## src/rtl/id_ex_pkg.sv

```systemverilog
// rtl/id_ex_pkg.sv - shared opcode constants, FSM encoding and entry sizing for id_ex_stage
package id_ex_pkg;

  localparam logic [4:0] ALUOP_HALT      = 5'b00000;
  localparam logic [4:0] ALUOP_ILLEGAL_1 = 5'b00001;
  localparam logic [4:0] ALUOP_ILLEGAL_2 = 5'b00010;
  localparam logic [4:0] ALUOP_ILLEGAL_3 = 5'b00011;
  localparam logic [4:0] ALUOP_ADD       = 5'b11011;

  typedef enum logic [1:0] {
    ST_RUN    = 2'd0,
    ST_DRAIN  = 2'd1,
    ST_HALTED = 2'd2
  } state_t;

  // Packed entry: alu_op, funct, a, b, wr_reg, wr_en, pc
  function automatic int entry_w(input int data_w, input int reg_aw);
    return 5 + 2 + data_w + data_w + reg_aw + 1 + data_w;
  endfunction

  function automatic logic is_illegal(input logic [4:0] op);
    return (op == ALUOP_ILLEGAL_1) || (op == ALUOP_ILLEGAL_2) || (op == ALUOP_ILLEGAL_3);
  endfunction

endpackage

```

## src/rtl/id_ex_stage_skid.sv

```systemverilog
// rtl/id_ex_stage_skid.sv - pipe_skid_buf: generic 2-entry valid/ready buffer with flush
module pipe_skid_buf #(
  parameter int W = 8
) (
  input  logic         clk,
  input  logic         rst_n,
  input  logic         push,
  input  logic [W-1:0] in_data,
  input  logic         pop,
  input  logic         flush,
  output logic [W-1:0] out_data,
  output logic [1:0]   count
);

  logic [W-1:0] ent0, ent1;

  // ent0 is always the head so outputs come straight from a register
  always_ff @(posedge clk or negedge rst_n) begin
    if (!rst_n) begin
      ent0  <= '0;
      ent1  <= '0;
      count <= 2'd0;
    end else if (flush) begin
      count <= 2'd0;
    end else begin
      unique case ({push, pop})
        2'b10: begin
          if (count == 2'd0) ent0 <= in_data;
          else               ent1 <= in_data;
          count <= count + 2'd1;
        end
        2'b01: begin
          ent0  <= ent1;
          count <= count - 2'd1;
        end
        2'b11: begin
          if (count == 2'd1) begin
            ent0 <= in_data;
          end else begin
            ent0 <= ent1;
            ent1 <= in_data;
          end
        end
        default: ;
      endcase
    end
  end

  assign out_data = ent0;

endmodule

```

## src/rtl/id_ex_stage.sv

```systemverilog
// rtl/id_ex_stage.sv - decode-to-execute stage with halt/illegal filtering and flush
// Optional stall counter enabled by ID_EX_STALL_CNT_EN.
module id_ex_stage
  import id_ex_pkg::*;
#(
  parameter int DATA_W = 16,
  parameter int REG_AW = 3
) (
  input  logic              clk,
  input  logic              rst_n,
  input  logic              in_valid,
  output logic              in_ready,
  input  logic [4:0]        in_alu_op,
  input  logic [1:0]        in_funct,
  input  logic [DATA_W-1:0] in_rs_data,
  input  logic [DATA_W-1:0] in_rt_data,
  input  logic [DATA_W-1:0] in_imm,
  input  logic              in_use_imm,
  input  logic [REG_AW-1:0] in_wr_reg,
  input  logic              in_wr_en,
  input  logic [DATA_W-1:0] in_pc,
  input  logic              flush,
  output logic              out_valid,
  input  logic              out_ready,
  output logic [4:0]        out_alu_op,
  output logic [1:0]        out_funct,
  output logic [DATA_W-1:0] out_a,
  output logic [DATA_W-1:0] out_b,
  output logic [REG_AW-1:0] out_wr_reg,
  output logic              out_wr_en,
  output logic [DATA_W-1:0] out_pc,
  output logic              halted,
  output logic              err,
  output logic [15:0]       stall_cycles
);

  localparam int ENT_W = entry_w(DATA_W, REG_AW);

  state_t           state, state_next;
  logic [1:0]       count;
  logic             accept, pop, push, is_halt, is_ill, empty_next;
  logic [ENT_W-1:0] in_entry, head;

  assign is_halt   = (in_alu_op == ALUOP_HALT);
  assign is_ill    = is_illegal(in_alu_op);
  assign in_ready  = (state == ST_RUN) && (count != 2'd2);
  assign out_valid = (state != ST_HALTED) && (count != 2'd0);
  assign accept    = in_valid && in_ready && !flush;
  assign push      = accept && !is_halt && !is_ill;
  assign pop       = out_valid && out_ready && !flush;
  assign halted    = (state == ST_HALTED);
  assign empty_next = (count == 2'd0) || ((count == 2'd1) && pop);

  assign in_entry = {in_alu_op, in_funct, in_rs_data, (in_use_imm ? in_imm : in_rt_data),
                     in_wr_reg, in_wr_en, in_pc};
  assign {out_alu_op, out_funct, out_a, out_b, out_wr_reg, out_wr_en, out_pc} = head;

  pipe_skid_buf #(.W(ENT_W)) u_buf (
    .clk      (clk),
    .rst_n    (rst_n),
    .push     (push),
    .in_data  (in_entry),
    .pop      (pop),
    .flush    (flush && (state != ST_HALTED)),
    .out_data (head),
    .count    (count)
  );

  always_ff @(posedge clk or negedge rst_n) begin
    if (!rst_n) state <= ST_RUN;
    else        state <= state_next;
  end

  // Halting on an already-empty buffer skips DRAIN so halted rises the next cycle
  always_comb begin
    state_next = state;
    unique case (state)
      ST_RUN:    if (accept && is_halt) state_next = empty_next ? ST_HALTED : ST_DRAIN;
      ST_DRAIN:  if (flush) state_next = ST_RUN;
                 else if (empty_next) state_next = ST_HALTED;
      ST_HALTED: state_next = ST_HALTED;
      default:   state_next = ST_RUN;
    endcase
  end

  always_ff @(posedge clk or negedge rst_n) begin
    if (!rst_n)                err <= 1'b0;
    else if (accept && is_ill) err <= 1'b1;
  end

`ifdef ID_EX_STALL_CNT_EN
  logic [15:0] stall_q;
  always_ff @(posedge clk or negedge rst_n) begin
    if (!rst_n)
      stall_q <= 16'd0;
    else if (out_valid && !out_ready && (stall_q != 16'hFFFF))
      stall_q <= stall_q + 16'd1;
  end
  assign stall_cycles = stall_q;
`else
  assign stall_cycles = 16'd0;
`endif

endmodule

```

## config.mk

```make
export PLATFORM = sky130hd
export DESIGN_NAME = id_ex_stage
export DESIGN_NICKNAME = d
export VERILOG_FILES = /design/src/rtl/id_ex_pkg.sv /design/src/rtl/id_ex_stage_skid.sv /design/src/rtl/id_ex_stage.sv
export SDC_FILE = /design/constraint.sdc
export NUM_CORES = 1
export LEC_CHECK = 0
export ABC_AREA = 1
export CORE_ASPECT_RATIO = 1.25
export CORE_MARGIN = 2
export CORE_UTILIZATION = 40
export CTS_CLUSTER_SIZE = 16
export DETAILED_ROUTE_END_ITERATION = 12
export PLACE_DENSITY = 0.73
export SLEW_MARGIN = 10
export SYNTH_ARGS = -nofsm -noshare
export SYNTH_HDL_FRONTEND = slang
export SYNTH_SLANG_ARGS = --single-unit
```

## constraint.sdc

```tcl
create_clock -name clk -period 3.1 [get_ports clk]
set_clock_uncertainty 0.05 [all_clocks]
set_input_delay 0.31 -clock clk [delete_from_list [all_inputs] [get_ports clk]]
set_output_delay 0.31 -clock clk [all_outputs]
set_load 0.01 [all_outputs]
```

=== Word level (Yosys, flattened, before mapping) ===
Cells that the tools add are included.

* Add/sub/neg operators: 2
* Equality and inequality tests: 16
* Mux-type cells: 14
* Bitwise logic cells: 1
* Reductions and logical operators: 28

{| class="wikitable"
|+ Operator list
! cell !! count
|-
| 59-bit two-way mux || 4
|-
| 59-bit one-hot mux with 3 select lines || 1
|-
| 59-bit one-hot mux with 2 select lines || 1
|-
| 16-bit two-way mux || 1
|-
| 1-bit logical AND || 12
|-
| 5-bit by 2-bit == test with 1-bit output (second input constant) || 2
|-
| 2-bit two-way mux || 5
|-
| 2-bit inequality test (second input constant) || 5
|-
| 2-bit by 1-bit == test with 1-bit output (second input constant) || 3
|-
| 2-bit == test (second input constant) || 3
|-
| 2-bit one-hot mux with 3 select lines || 1
|-
| 3-bit nonzero test || 2
|-
| 5-bit by 1-bit == test with 1-bit output (second input constant) || 1
|-
| 5-bit zero test || 1
|-
| 2-bit zero test || 2
|-
| 2-bit one-hot mux with 2 select lines || 1
|-
| 4-bit AND reduction || 1
|-
| 2-bit nonzero test || 2
|-
| 1-bit zero test || 3
|-
| 1-bit logical OR || 3
|-
| 3-bit inequality test (second input constant) || 1
|-
| 3-bit AND reduction || 1
|-
| 2-bit by 1-bit adder with 2-bit output (second input constant) || 1
|-
| 2-bit by 1-bit inequality test with 1-bit output (second input constant) || 1
|-
| 3 further kinds || 3
|}

* Flip-flop bits (word level): 123
* Input bits: 81
* Output and inout bits: 79
* Word-level logic and storage cells: 66

=== Logic depth before layout (Yosys ltp) ===
Gate-level depths: netlist of the first run.

* Depth in word-level cells: 9
* Mapped depth: 16
* Mapped depth without buffers: 14

=== Cells and area by module ===
A second synthesis of the first run with hierarchy kept.

* Cells, all modules: 884
* Area total of the unflattened synthesis: 6673.9 sq um

{| class="wikitable"
|+ Modules (own cells, without submodules)
! module !! instances !! cells an instance !! area an instance (sq um) !! seq. area each (sq um)
|-
| pipe_skid_buf || 1 || 803 || 6032.0 || 3002.9
|-
| id_ex_stage || 1 || 81 || 641.9 || 75.1
|}

=== Worst setup path before layout of the first run ===
No wires, ideal clock.

* Kind: register -> register
* Start point: register u_buf.count[0]
* End point: register u_buf.ent0[35] (netlist: u_buf.out_data[35])
* Library setup time: 0.116 ns
* Data arrival time: 2.348 ns
* Data required time: 2.934 ns
* Slack: 0.586 ns
* Stages on the path, launching flop included: 15
* Path buffers: 3
* Clock period less this slack: 2.514 ns
* Cells stage by stage: dfrtp_1 > inv_1 > ha_1 > a21oi_2 > nand2_1 > buf_2 > ha_1 > inv_1 > nor2_1 > nor3_4 > inv_2 > buf_2 > buf_2 > nand2_1 > nand2_1

* Word-level cells in the longest chain between the ends: 9
* Elaborated cells between the ends (all ways): 20
* Classes of those cells: eq/ne: 6; mux: 2; reduce/logical: 12

{| class="wikitable"
|+ Ends and longest elaborated chain
! item !! RTL line !! RTL
|-
| start: declaration || id_ex_stage_skid.sv:12 || <nowiki>output logic [1:0] count</nowiki>
|-
| start signal: assignment || id_ex_stage_skid.sv:30 || <nowiki>count <= count + 2'd1;</nowiki>
|-
| start signal: assignment || id_ex_stage_skid.sv:34 || <nowiki>count <= count - 2'd1;</nowiki>
|-
| 2-bit inequality test || id_ex_stage.sv:46 || <nowiki>assign in_ready = (state == ST_RUN) && (count != 2'd2);</nowiki>
|-
| 1-bit logical AND || id_ex_stage.sv:46 ||
|-
| 1-bit logical AND (2 in series) || id_ex_stage.sv:48 || <nowiki>assign accept = in_valid && in_ready && !flush;</nowiki>
|-
| 1-bit logical AND (2 in series) || id_ex_stage.sv:49 || <nowiki>assign push = accept && !is_halt && !is_ill;</nowiki>
|-
| 2-bit == test or 2-bit by 1-bit == test with 1-bit output (tied branches) || id_ex_stage_skid.sv:26 || <nowiki>unique case ({push, pop})</nowiki>
|-
| 2-bit inequality test (no line) or 3-bit nonzero test (tied branches) || -- ||
|-
| 3-bit AND reduction (no line) || -- ||
|-
| end signal: assignment || id_ex_stage_skid.sv:28 || <nowiki>if (count == 2'd0) ent0 <= in_data;</nowiki>
|-
| end signal: assignment || id_ex_stage_skid.sv:33 || <nowiki>ent0 <= ent1;</nowiki>
|-
| end signal: assignment || id_ex_stage_skid.sv:38 || <nowiki>ent0 <= in_data;</nowiki>
|-
| end: declaration || id_ex_stage_skid.sv:15 || <nowiki>logic [W-1:0] ent0, ent1;</nowiki>
|}

Parallel ways exist; a longest one is shown, timed or not.
A chain may end at the register's enable or synchronous reset.

=== Worst setup path after layout of the first run ===
* Start point: register u_buf.count[0]
* End point: register u_buf.ent0[33] (netlist: u_buf.out_data[33])

Same word-level chain as after synthesis.

==> metrics.yaml, run 1 <==
cells_and_area:
  layout.cells.non_filler: 1463
  final_util: 0.532
  area_growth_pct: 30.7
  fin_area_um2: 9240
  diodes: 0
  nets: 1314
  drive_above_1_share: 0.0549
synthesis:
  netlist_top_cells_area: "dfrtp_1 44%, nand2_1 38%, o21ai_0 4.4%"
  synth_seq_area_share: 0.436
  synth_edf_count: 0
  synthArstFlopShare: 1.00
  synth_commonest_cells: "718 x nand2_1, 123 x dfrtp_1, 75 x inv_1, 62 x o21ai_0, 38 x clkbuf_1"
  avgSynthCellArea_um2: 6.42
  yosys.area.top_type_share: 0.436
  ys.flop_type: "dfrtp_1"
  ys_types: 26
  synth_top_area_cell: "dfrtp_1"
  synth_area_um2: 7070
  synthCells: 1101
  synth.yosys.warnings: 0
  synth_seq_cells: 123
  yosysMostFrequentCell: "nand2_1"
clock_tree:
  cts_tree: "built"
  clkTransAtPathRegs_ns: 0.06
  cts_buffers: 17
  cts.htree.levels: 4
  cts.path.max_buffers: 2
  cts.sink_count: 123
  postCtsSetupRepairBufs: 0
  clockRootBuffer: "clkbuf_16"
  cts_resized: 0
  hold_buffers: 0
  clock_latency_ns: 0.42
floorplanning:
  die_area_um2: 18800
  top_level_ports: 160
  row_count: 54
  fp.dieW_um: 123
  start_util: 0.407
  die_y_um: 153
  core_um2: 17400
placed_design:
  placed_area_um2: 8660
  place_ws_ns: 0.292
  dp.final_hpwl_mm: 12.5
  placed_cells: 1431
  portBuffers: 143
  place_congestion: 0.786
job:
  cap_violations: 0
worst_setup_path:
  setup.worst_path.start_class: "flop"
  path_max_fanout: 19
  critPathLaunch: "u_buf.count[0]"
  crit_type: "reg -> reg"
  timing.rr.start: "u_buf.count[0]"
  crit_arrival_ns: 2.93
  required_ns: 3.41
  cp-end-kind: "flop"
sta:
  finalSetupViolCount: 0
  hold_viol_final: 43
  fmaxAchievable_mhz: 381
  worst_pin_slew_ns: 0.947
  fin_crit_sh: 0.846
  layout_min_cycle_time_ns: 2.62
  hold_ws_ns: -0.0514
  layout_setup_ws_ns: 0.478
  slew_violations: 0
  setup_tns_ns: 0
  rsz0062_at_grt: "no"
  slew_headroom: 0.368
pwr:
  p_leak_nw: 5.12
  power_density_nw_per_um2: 452
  ir_worst_vdd_v: 0.000334
global_route:
  grt_max_degree: 100
  track_usage: 0.211
  grt_pass1_wl_mm: 31.3
  grt_antenna_before_repair: 0
  gr-total-overflow: 0
  grt_pass1_vias: 6241
drt:
  via_per_inst: 4.67
  drc: 0
  drtIter0Drc: 549
  first_pass_iters: 5
  wl_mm: 19.1
  vias: 6829
  detail-route-antenna-nets: 0
  wl_per_cell_um: 13.0
outcome:
  status: "finished, violations left"
  violations: "hold timing"
min_path:
  hold_class: "in -> async"
state kept, by name (all words and copies together) (netlist names):
register        cells
u_buf.ent1         59
u_buf.out_data     59
state               2
u_buf.count         2
err                 1
cells in the final DEF, fill, tap and decap left out, drive strengths merged:
master and count:
conb 16, buf 23, nor2 9, clkinv 7, inv 78, nand2 719, nand4 17, a31o 1
nor3 2, nand3 2, clkbuf 17, clkdlybuf4s50 142, xnor2 1, o21ai 62, a21oi 4, clkinvlp 6
bufinv 2, ha 7, and2 1, dfrtp 123
through the flow:
stage	hold slack [ns]	total power, W
6_report	-0.0514	0.00417
5_1_grt	0.0428	0.00435
4_1_cts	0.000937	0.00422
3_5_place_dp	0.414	0.00226
3_3_place_gp	0.413	0.00225
2_1_floorplan	-0.0356	0.00200
critical path, cell delays in order (launching register included):
cell and delay, ns:
dfrtp_1 0.37, inv_1 0.09, ha_1 0.28, inv_1 0.12, nand2_1 0.09, nor2_4 0.13
buf_4 0.27, ha_2 0.22, inv_1 0.04, nand2_1 0.45, nand4_1 0.18, nand2_1 0.14
nand2_1 0.06, nand2_1 0.07
final cells by class:
type	instances	area [µm²]
Fill cell	1697	8130
Multi-Input combinational cell	841	3410
Sequential cell	123	3080
Timing Repair Buffer	165	1600
Clock buffer	17	425
Inverter	78	293
Tap cell	224	280
Clock inverter	15	151
final timing paths:
path	endpoint	slack (ns)	depth (start not counted)
worst min-delay path	u_buf.out_data[37]	-0.05	1
max in group asynchronous	u_buf.ent1[29]	2.29	2
min in group clk	u_buf.out_data[40]	0.42	2
worst max-delay path	u_buf.out_data[33]	0.48	13
worst min register to register	u_buf.out_data[40]	0.42	2
worst max register to register	u_buf.out_data[33]	0.48	13
power by group:
group          internal [W]  switching, W  total (W)  leakage (nW)
sequential          0.00168     0.0000457    0.00172          1.66
combinational      0.000238      0.000275   0.000513          3.19
clock               0.00118      0.000763    0.00194         0.267
kinds of logic after synthesis:
group / share of synthesized area
AOI/OAI and AO/OA: 0.0485
xor gates and xnor gates: 0.00124
adders and majority gates: 0.0124
buffers and inverters: 0.0922
DFF: 0.436
other: 0.000531
and+or+nand+nor: 0.410
routing by layer:
| metal | global-route usage | part of all wire |
|---|---|---|
| met1 | 0.276 | 0.44 |
| met2 | 0.354 | 0.50 |
| met3 | 0.0408 | 0.047 |
| met4 | 0.0575 | 0.013 |
| met5 | 0 | 0 |
No activity file was read; power rests on OpenSTA's default activity.
==> run 2: changes to the inputs <==
--- a/config.mk
+++ b/config.mk
@@ -11,7 +11,7 @@
 export CORE_UTILIZATION = 40
 export CTS_CLUSTER_SIZE = 16
 export DETAILED_ROUTE_END_ITERATION = 12
-export PLACE_DENSITY = 0.73
+export PLACE_DENSITY = 0.75
 export SLEW_MARGIN = 10
 export SYNTH_ARGS = -nofsm -noshare
 export SYNTH_HDL_FRONTEND = slang
==> constraint.sdc (replaced) <==
create_clock -name clk -period 2.4 [get_ports clk]
set_clock_uncertainty 0.05 [all_clocks]
set_input_delay 0.24 -clock clk [delete_from_list [all_inputs] [get_ports clk]]
set_output_delay 0.24 -clock clk [all_outputs]
set_load 0.01 [all_outputs]
==> run 2 against run 1 <==
Effect of this change:
- critical path type unchanged
- cell count up 1.6%
- the run now ends clean
- worst hold slack improved by 0.32 ns
- sequential cell count unchanged
- power grew 29%
- clock power grew 28%
==> metrics.yaml, run 2 (same netlist as run 1, synthesis figures left out) <==
drt:
  wl_per_cell_um: 13.9  # +6.3%
  first_pass_iters: 5  # unchanged
  drtIter0Drc: 579  # +5.5%
  wl_mm: 20.6  # +8.0%
  vias: 7143  # +4.6%
  detail-route-antenna-nets: 0  # unchanged
  via_per_inst: 4.80  # +2.9%
  drc: 0  # unchanged
sta:
  fmaxAchievable_mhz: 439  # +15%
  layout_setup_ws_ns: 0.122  # -0.356 ns
  layout_min_cycle_time_ns: 2.28  # -0.344 ns
  slew_violations: 0  # unchanged
  setup_tns_ns: 0  # unchanged
  finalSetupViolCount: 0  # unchanged
  hold_ws_ns: 0.273  # +0.325 ns
  fin_crit_sh: 0.949  # +0.103
  hold_viol_final: 0  # -100%
placed_design:
  dp.final_hpwl_mm: 13.0  # +4.0%
  portBuffers: 143  # unchanged
  place_congestion: 0.794  # +1.0%
  place_ws_ns: 0.0402  # -0.252 ns
global_route:
  grt_antenna_before_repair: 0  # unchanged
  grt_max_degree: 65  # -35%
  grt_pass1_vias: 6574  # +5.3%
  track_usage: 0.215  # +0.00422
  gr-total-overflow: 0  # unchanged
  grt_pass1_wl_mm: 32.1  # +2.7%
pwr:
  pwr-share-comb: 0.125  # +0.002
  power.share.clock: 0.463  # -0.002
  p_seq_frac: 0.413  # about the same
  switching_share: 0.267  # +0.00746
  internal_power_w: 0.00395  # +28%
  power_w: 0.00539  # +29%
  power_density_nw_per_um2: 557  # +23%
  p_leak_nw: 5.35  # +4.5%
  p_sw_w: 0.00144  # +33%
  ir_worst_vdd_v: 0.000501  # +50%
cells_and_area:
  diodes: 0  # unchanged
  drive_above_1_share: 0.0792  # +0.0243
  layout_common_cells: "714 x nand2_1, 141 x clkdlybuf4s50_1, 123 x dfrtp_1"
  nets: 1338  # +1.8%
  area_growth_pct: 36.9
  n_fill_cell: 1675  # -1.3%
  layout_commonest_cell: "nand2_1"
  register_area_um2: 3080  # unchanged
  multi_input_area_um2: 3450  # +1.1%
worst_setup_path:
  timing.rr.start: "u_buf.count[0]"
  path_common_cell: "inv_2"
  setup.worst_path.start_class: "flop"
  slowest_delay_ns: 0.39  # -0.06 ns
  path_delay_family: "buffers and inverters"
  r2r_slack_ns: 0.12  # -0.36 ns
  rr_endpoint: "u_buf.ent1[51]"
  reg2reg_depth: 16  # +3
  critPathSlowestCell: "dfrtp_1"
  crit_arrival_ns: 2.53  # -0.40 ns
  critPathBufInv: 7  # +3
  cp-end-kind: "flop"
  required_ns: 2.65  # -0.76 ns
  path_max_fanout: 16  # -3
  crit_type: "reg -> reg"
  crit_chain: "inv_2 -> ha_2 -> inv_1 -> nand2_2 -> nor2_4 -> nand2_2 -> inv_2 -> ha_1 -> inv_2 -> o21ai_1 -> buf_4 -> nand3_4 -> buf_12 -> clkbuf_16 -> nand2_1 -> o21ai_0"
floorplanning:
  fp.dieW_um: 123  # unchanged
  core_um2: 17400  # unchanged
  top_level_ports: 160  # unchanged
  row_count: 54  # unchanged
  start_util: 0.407  # unchanged
  die_y_um: 153  # unchanged
  die_area_um2: 18800  # unchanged
clock_tree:
  cts_buffers: 17  # unchanged
  clockRootBuffer: "clkbuf_16"
  cts.sink_count: 123  # unchanged
  clkTransAtPathRegs_ns: 0.06  # about the same
  clock_latency_ns: 0.43  # about the same
  cts_tree: "built"
  cts.path.max_buffers: 2  # unchanged
  cts.htree.levels: 4  # unchanged
job:
  cap_violations: 0  # unchanged
outcome:
  status: "complete, no violations"
min_path:
  hold_class: "in -> async"
[run 2: metal layers]
layer / GRT usage / share of wire / vias up
li1: - / - / 3577
met1: 0.264 / 0.41 / 3302
met2: 0.371 / 0.51 / 237
met3: 0.0445 / 0.053 / 27
met4: 0.0706 / 0.018 / 0
met5: 0 / 0 / -
[run 2: cell type report]
| class | count | share of cell area |
|---|---|---|
| Multi-Input combinational cell | 841 | 0.356 |
| Sequential cell | 123 | 0.318 |
| Timing Repair Buffer | 189 | 0.207 |
| Clock buffer | 18 | 0.0454 |
| Inverter | 78 | 0.0303 |
| Tap cell | 224 | 0.0290 |
| Clock inverter | 14 | 0.0141 |
[run 2: metrics by stage]
step,utilization,instance area (µm²),instances
floorplan,-,7140,1116
global placement,0.510,8860,1443
detailed placement,0.510,8860,1443
CTS,0.544,9450,1476
global route,0.557,9680,1487
finish,0.557,9680,1487
[run 2: worst max path at each step]
stage,start,to,cells after the start
floorplan,u_buf.count[0],u_buf.ent1[36],15
global placement,flush,u_buf.out_data[26],15
detailed placement,flush,u_buf.out_data[31],13
CTS,u_buf.count[0],u_buf.ent1[24],16
global route,u_buf.count[0],u_buf.ent1[52],16
finish,u_buf.count[0],u_buf.ent1[51],16
[run 2: repair_timing]
action	in CTS	in global routing
setup endpoints to repair	1	112
cloned	0	8
buffers inserted	0	3
hold buffers	1	0
resized for setup	2	23
pin swaps	0	2
endpoints found under the hold margin	45	0
[run 2: power groups by stage]
stage          Combinational (W)  Clock (W)  Sequential [W]
3_5_place_dp            0.000668          0         0.00226
2_1_floorplan           0.000314          0         0.00226
5_1_grt                 0.000761    0.00264         0.00223
3_3_place_gp            0.000659          0         0.00226
4_1_cts                 0.000674    0.00254         0.00222
6_report                0.000672    0.00249         0.00222
